File: config.mk
export PLATFORM = sky130hd
export DESIGN_NAME = ram_arbiter
export DESIGN_NICKNAME = d
export VERILOG_FILES = /design/src/rtl/mem_pkg.sv /design/src/rtl/ram_arbiter_rr_pick.sv /design/src/rtl/ram_arbiter.sv
export SDC_FILE = /design/constraint.sdc
export NUM_CORES = 1
export LEC_CHECK = 0
export ABC_AREA = 0
export CAP_MARGIN = 20
export CELL_PAD_IN_SITES_DETAIL_PLACEMENT = 0
export CELL_PAD_IN_SITES_GLOBAL_PLACEMENT = 1
export CORE_ASPECT_RATIO = 0.75
export CORE_UTILIZATION = 19
export CTS_CLUSTER_DIAMETER = 150
export CTS_CLUSTER_SIZE = 40
export DETAILED_ROUTE_END_ITERATION = 10
export PLACE_DENSITY = 0.77
export SETUP_SLACK_MARGIN = 0.2
export SLEW_MARGIN = 40
export SYNTH_ARGS = -nofsm -noshare
export SYNTH_HDL_FRONTEND = slang
export SYNTH_SLANG_ARGS = --single-unit
File: constraint.sdc
create_clock -name clk -period 2.1 [get_ports clk]
set_input_delay 0.42 -clock clk [delete_from_list [all_inputs] [get_ports clk]]
set_output_delay 0.42 -clock clk [all_outputs]
set_load 0.01 [all_outputs]
File: src/rtl/mem_pkg.sv
// Shared memory-subsystem types and default sizing for the RAM arbiter slice.
package mem_pkg;

  typedef enum logic {
    IDLE,
    BURST
  } arb_state_e;

  localparam int unsigned DEF_NREQ       = 4;
  localparam int unsigned DEF_DATA_WIDTH = 10;
  localparam int unsigned DEF_ADDR_WIDTH = 14;
  localparam int unsigned DEF_WORDS      = 32;

  // Longest burst a winner may hold: one line writeback plus one line refill plus one.
  function automatic int unsigned max_burst(input int unsigned words);
    return 2 * words + 1;
  endfunction

endpackage

File: src/rtl/ram_arbiter_rr_pick.sv
// Combinational round-robin picker: first set request searching upward from last+1, wrapping modulo NREQ.
module rr_pick #(
  parameter int unsigned NREQ = 4,
  parameter int unsigned LW   = 2
) (
  input  logic [NREQ-1:0] req,
  input  logic [LW-1:0]   last,
  output logic [LW-1:0]   winner,
  output logic            valid
);

  always_comb begin
    int unsigned idx;
    idx    = 0;
    winner = '0;
    valid  = 1'b0;
    for (int unsigned k = 0; k < NREQ; k++) begin
      idx = (32'(last) + 1 + k) % NREQ;
      if (!valid && req[idx]) begin
        valid  = 1'b1;
        winner = LW'(idx);
      end
    end
  end

endmodule

File: src/rtl/ram_arbiter.sv
// Round-robin arbiter sharing one synchronous RAM port among NREQ caches; the winner owns the RAM for a whole burst.
module ram_arbiter
  import mem_pkg::*;
#(
  parameter int unsigned NREQ       = DEF_NREQ,
  parameter int unsigned DATA_WIDTH = DEF_DATA_WIDTH,
  parameter int unsigned ADDR_WIDTH = DEF_ADDR_WIDTH,
  parameter int unsigned WORDS      = DEF_WORDS
) (
  input  logic                       clk,
  input  logic                       rst,
  input  logic [NREQ-1:0]            req,
  input  logic [NREQ-1:0]            rd,
  input  logic [NREQ-1:0]            wr,
  input  logic [NREQ*ADDR_WIDTH-1:0] addr,
  input  logic [NREQ*DATA_WIDTH-1:0] wdata,
  output logic [NREQ-1:0]            grant,
  output logic [DATA_WIDTH-1:0]      rdata,
  output logic                       busy,
  output logic [ADDR_WIDTH-1:0]      ram_addr,
  output logic                       ram_read,
  output logic                       ram_write,
  output logic [DATA_WIDTH-1:0]      ram_data_in,
  input  logic [DATA_WIDTH-1:0]      ram_data_out
);

  localparam int unsigned LW   = (NREQ > 1) ? $clog2(NREQ) : 1;
  localparam int unsigned CW   = $clog2(2 * WORDS + 2);
  localparam int unsigned MAXB = max_burst(WORDS);

  arb_state_e      state, state_next;
  logic [NREQ-1:0] grant_next;
  logic [LW-1:0]   last, last_next, pick;
  logic            pick_valid;
  logic [CW-1:0]   cnt, cnt_next;

  logic                  win_req, win_rd, win_wr, win_strobe;
  logic [ADDR_WIDTH-1:0] win_addr;
  logic [DATA_WIDTH-1:0] win_wdata;

  rr_pick #(
    .NREQ (NREQ),
    .LW   (LW)
  ) u_pick (
    .req    (req),
    .last   (last),
    .winner (pick),
    .valid  (pick_valid)
  );

  // While bursting, last holds the granted index, so it doubles as the mux select.
  assign win_req    = req[last];
  assign win_rd     = rd[last];
  assign win_wr     = wr[last];
  assign win_strobe = win_rd | win_wr;
  assign win_addr   = addr[32'(last) * ADDR_WIDTH +: ADDR_WIDTH];
  assign win_wdata  = wdata[32'(last) * DATA_WIDTH +: DATA_WIDTH];

  always_comb begin
    state_next  = state;
    grant_next  = grant;
    last_next   = last;
    cnt_next    = cnt;
    ram_read    = 1'b0;
    ram_write   = 1'b0;
    ram_addr    = '0;
    ram_data_in = '0;
    case (state)
      IDLE: begin
        if (pick_valid) begin
          state_next       = BURST;
          grant_next       = '0;
          grant_next[pick] = 1'b1;
          last_next        = pick;
          cnt_next         = '0;
        end
      end
      BURST: begin
        ram_write   = win_wr;
        ram_read    = win_rd & ~win_wr;
        ram_addr    = win_strobe ? win_addr : '0;
        ram_data_in = win_wr ? win_wdata : '0;
        if (win_strobe && cnt != CW'(MAXB)) begin
          cnt_next = cnt + CW'(1);
        end
        // Release when the owner lets go or on the access that exhausts the burst budget.
        if (!win_req || cnt_next == CW'(MAXB)) begin
          state_next = IDLE;
          grant_next = '0;
        end
      end
      default: begin
        state_next = IDLE;
        grant_next = '0;
      end
    endcase
  end

  always_ff @(posedge clk or posedge rst) begin
    if (rst) begin
      state <= IDLE;
      grant <= '0;
      last  <= LW'(NREQ - 1);
      cnt   <= '0;
    end else begin
      state <= state_next;
      grant <= grant_next;
      last  <= last_next;
      cnt   <= cnt_next;
    end
  end

  assign busy  = |grant;
  assign rdata = ram_data_out;

endmodule

=== Yosys cells after proc, flatten, opt, wreduce, memory -nomap -nowiden ===
Cells that the tools add are included.

* Register bits: 14
* Input port bits: 120
* Output and inout port bits: 41

* Add/subtract/negate cells: 5
* $mul: 2
* Magnitude comparators: 7
* Eq/ne operators: 4
* Shift operators: 2
* Mux-type cells: 40
* Bitwise logic cells: 4
* Reductions and logical operators: 13

{| class="wikitable"
|+ Operator list
! operator !! number
|-
| $shiftx 56x7->14 || 1
|-
| $shiftx 40x7->10 || 1
|-
| $mux 14 || 2
|-
| $mux 7 || 3
|-
| $mux 10 || 2
|-
| $lt 2x3->1 const B || 6
|-
| $mux 1 || 16
|-
| $bmux 1 s2 || 7
|-
| $pmux 7 s2 || 1
|-
| $mul 2x3->5 const B || 2
|-
| $mux 2 || 4
|-
| $mux 4 || 2
|-
| $pmux 4 s2 || 1
|-
| $add 7x1->7 const B || 1
|-
| $eq 7x7->1 const B || 1
|-
| $ne 7x7->1 const B || 1
|-
| $logic_and 1x1->1 || 5
|-
| $add 2x1->2 const B || 2
|-
| $add 2x2->2 const B || 2
|-
| $logic_not 1->1 || 4
|-
| $reduce_and 2->1 || 2
|-
| $reduce_or 4->1 || 1
|-
| $demux 1 s2 || 1
|-
| $ge 2x1->1 const B || 1
|-
| 7 further kinds || 8
|}

=== Logic depth before layout (Yosys ltp) ===
* Depth after elaboration: 19
* Depth in mapped cells: 8
* Gate-level depth less buffers: 8

=== Cells and area by module ===
Synthesis repeated with hierarchy kept, for this count alone.

* Cell total of the unflattened synthesis: 183
* Area total of the unflattened synthesis: 1898.1 um2

{| class="wikitable"
|+ By module, submodules not included
! module !! instances !! cells each !! area each (um2)
|-
| ram_arbiter || 1 || 169 || 1806.7
|-
| rr_pick || 1 || 14 || 91.3
|}

=== Least setup slack after synthesis ===
OpenSTA, ideal clock, no wires.

* Path kind: register -> output
* From: register last[1]
* To: output port ram_addr[10]
* Arrival: 1.872 ns
* Data required time: 1.680 ns
* Path slack: -0.192 ns
* Stages on the path, launching flop included: 6
* Path through: dfstp_2 > buf_2 > buf_1 > clkbuf_1 > mux4_2 > and3_1

* Word-level cells in the longest chain between the ends: 5
* Elaborated cells on any way between the ends: 9
* Those cells by class: mul (1); shift (1); mux (6); bitwise (1)

{| class="wikitable"
|+ RTL lines
! element !! line !! text
|-
| from (decl) || ram_arbiter.sv:33 || <nowiki>logic [LW-1:0] last, last_next, pick;</nowiki>
|-
| from (signal assigned) || ram_arbiter.sv:103 || <nowiki>last <= LW'(NREQ - 1);</nowiki>
|-
| from (signal assigned) || ram_arbiter.sv:108 || <nowiki>last <= last_next;</nowiki>
|-
| parallel branches: the longest is 3 deep, another holds $mul 2x3->5 || -- ||
|-
| $mux 14 * || ram_arbiter.sv:81 || <nowiki>ram_addr = win_strobe ? win_addr : '0;</nowiki>
|-
| $mux 14 * || ram_arbiter.sv:68 || <nowiki>case (state)</nowiki>
|-
| to (decl) || ram_arbiter.sv:20 || <nowiki>output logic [ADDR_WIDTH-1:0] ram_addr,</nowiki>
|}

Mark *: on every way between the ends. The select of a mux whose other input is x is not followed.

=== Worst setup path after layout ===
* From: register last[0]
* To: output port ram_addr[10]

The elaborated chain is that of the path after synthesis.

==> flow_metrics.env <==
export IMPL_status="finished, violations left"
export IMPL_violations="setup timing"
export IMPL_crit_type="reg2out"
export IMPL_synth_seq_cells=14
export IMPL_syn_num_nets=301
export IMPL_startpoint_type="flip-flop"
export IMPL_yosys_cell_types_count=42
export IMPL_cts_hold_buf=0
export IMPL_avgSynthCellArea_sq_um=9.97
export IMPL_die_area_sq_mm=0.00979
export IMPL_globalplace_congestion=0.828
export IMPL_startpoint="last[0]"
export IMPL_wl_met1_um=3260
export IMPL_num_fill_cells=859
export IMPL_diodes=0
export IMPL_peakVddDrop_mv=0.474
export IMPL_top_layer="met4"
export IMPL_arrival_ps=2120
export IMPL_synth_ff_type="dfrtp_1"
export IMPL_tightest_slew_ps=549
export IMPL_synthAdderAreaFrac=0.0140
export IMPL_setup_viol=38
export IMPL_p_switching_mw=1.72
export IMPL_endpoint="ram_addr[10]"
export IMPL_synth_top_area_cell="mux4_2"
export IMPL_areaGrowthSynthToFinish_pct=119
export IMPL_syn_area_sq_mm=0.00178
export IMPL_muxShareOfSynthArea=0.351
export IMPL_grt_pass1_wl_um=11700
export IMPL_drv_slew=0
export IMPL_fin_crit_ps=2540
export IMPL_antenna_left=0
export IMPL_relSlewSlack=0.633
export IMPL_synth_simple_area_share=0.198
export IMPL_final_cell_mix="clkdlybuf4s50_1, buf_4, mux4_2"
export IMPL_leakagePower_nw=1.60
export IMPL_rsz0062_at_grt="true"
export IMPL_wl_met2_um=3660
export IMPL_routed_wl_um=7400
export IMPL_timing_fmax_ghz=0.393
export IMPL_dp_hpwl_um=5680
export IMPL_synth_edf_count=0
export IMPL_setup_slack_ps=-444
export IMPL_cts_buffers=3
export IMPL_drc=0
export IMPL_clock_path_buffers=2
export IMPL_htreeDepth=1
export IMPL_power_density_mw_per_mm2=1190
export IMPL_wl_per_cell_um=15.9
export IMPL_synthTopCellsByArea="mux4_2, dfrtp_1, and3_1, buf_4, dfstp_2"
export IMPL_endpoint_kind="primary output"
export IMPL_crit_path_cell_trace="mux4_2, or2_4, buf_16, and3_4, buf_6"
export IMPL_skew_ps=5.33
export IMPL_maxCapViolations=0
export IMPL_grt_overflow=0
export IMPL_path_clk_slew_ps=50
export IMPL_synth_seq_area_share=0.198
export IMPL_die_w_um=114
export IMPL_stdcell_area_sq_mm=0.00391
export IMPL_viasPerCell=4.50
export IMPL_io_buffers=140
export IMPL_row_count=30
export IMPL_synth_top_family_by_area="multiplexers"
export IMPL_synth_compound_area_frac=0.137
export IMPL_grt_pass1_vias=2247
export IMPL_r2r_end="cnt[5]"
export IMPL_grt_max_degree=37
export IMPL_p_seq_frac=0.109
export IMPL_period_share=1.21
export IMPL_hold_viol_final=0
export IMPL_async_flop_share=1.00
export IMPL_firstDrtPassIters=4
export IMPL_synth_xor_area_share=0.00982
export IMPL_worstPathMaxFanout=6
export IMPL_grt_usage=0.153
export IMPL_met3WireLength_um=423
export IMPL_cp_slowest_cell="dfstp_2"
export IMPL_clock_latency_ps=250
export IMPL_mostFrequentLayoutCell="clkdlybuf4s50_1"
export IMPL_synth_top_cell_area_share=0.328
export IMPL_hold_class="in2async"
export IMPL_placed_area_sq_mm=0.00355
export IMPL_ff2ff_path_depth=9
export IMPL_finalSetupTns_ps=-12600
export IMPL_synth_warnings=0
export IMPL_max_stage_delay_ps=580
export IMPL_crit_reg2reg_launch="last[0]"
export IMPL_drive_above_1_share=0.379
export IMPL_die_y_um=85.9
export IMPL_fin_nets=461
export IMPL_cts_root_buf="clkbuf_16"
export IMPL_synthCells=179
export IMPL_combPwrFrac=0.804
export IMPL_clkPwrFrac=0.087
export IMPL_antenna_found_initial=0
export IMPL_p_int_mw=2.94
export IMPL_r2r_slack_ps=-340
export IMPL_sw_frac_of_total=0.369
export IMPL_required_ps=1680
export IMPL_boundaryPins=161
export IMPL_cts_sinks=14
export IMPL_dr_first_iter_drc_count=71
export IMPL_vias=2095
export IMPL_cts_tree="done"
export IMPL_start_util=0.196
export IMPL_core_sq_mm=0.00908
## per-stage QoR
step / power, mW / hold slack (ps) / utilization / worst slack (ps) / cells
3_3_place_gp: 3.73 / 540 / 0.390 / -681 / 449
5_1_grt: 4.97 / 570 / 0.430 / -497 / 466
6_report: 4.66 / 522 / 0.430 / -444 / 466
4_1_cts: 4.60 / 545 / 0.424 / -440 / 464
3_5_place_dp: 3.76 / 556 / 0.390 / -694 / 449
2_1_floorplan: 2.29 / 308 / - / -92.0 / 179
## routing by layer
| layer | track usage | vias up |
|---|---|---|
| met5 | 0 | - |
| met4 | 0.0260 | 0 |
| met3 | 0.0283 | 4 |
| met2 | 0.279 | 68 |
| met1 | 0.191 | 1013 |
| li1 | - | 1010 |
## power by group through the flow
stage | combinational (mW) | clock [mW] | sequential, mW
finish | 3.75 | 0.407 | 0.507
global route | 4.02 | 0.424 | 0.529
CTS | 3.68 | 0.410 | 0.506
detailed placement | 3.25 | 0 | 0.510
global placement | 3.22 | 0 | 0.506
floorplan | 1.83 | 0 | 0.462
## cell type report
class | instances | area (sq um) | share of cell area
repair buffers | 181 | 1830 | 0.468
multi-input cells | 133 | 1450 | 0.372
flip-flops and latches | 14 | 353 | 0.0903
well taps | 128 | 160 | 0.0410
clock buffers | 4 | 88.8 | 0.0227
inverters | 6 | 22.5 | 0.00577
## Yosys cell counts (3+ instances only)
cell type / n
and3_1: 26
mux4_2: 26
dfrtp_1: 12
buf_4: 10
clkbuf_1: 9
nand2_1: 9
o21ai_1: 9
o21ai_0: 8
a21oi_1: 7
inv_1: 6
buf_2: 5
nor2_1: 5
a31oi_1: 3
mux2i_1: 3
nand2b_1: 3
nor3b_1: 3
## repair_timing
item                                    4_1_cts  5_1_grt
gates resized for setup                     120       19
endpoints found under the setup margin       40       40
setup buffers                                 9        2
cloned                                        2        0
pin swaps                                     6        6
## worst min path at each step
stage | startpoint | end | slack [ps] | cells past startpoint
2_1_floorplan | rst | cnt[0] | 310 | 1
3_3_place_gp | cnt[5] | cnt[5] | 540 | 1
3_5_place_dp | cnt[5] | cnt[5] | 560 | 1
4_1_cts | rst | grant[0] | 550 | 2
5_1_grt | rst | grant[2] | 570 | 2
6_report | rst | cnt[5] | 520 | 2
## cell families (layout without fill, tap and decap cells)
group	count (synthesis)	in the layout
compound gates	39	39
xor+xnor	2	2
simple gates	60	60
flops	14	14
mux	30	30
fa+ha+maj	2	2
buf+inv	32	191
## state kept, by name, indices dropped and copies added, names as in the netlist
signal	count
cnt	7
last	2
state	1
grant	4
## worst max-delay path: cells and delay by family (launching register included)
| family | cells | cell delay [ps] |
|---|---|---|
| flip-flops | 1 | 580 |
| multiplexers | 1 | 540 |
| AND/OR/NAND/NOR | 2 | 490 |
| buffers and inverters | 2 | 270 |
Power figures use the tool's default switching activity.
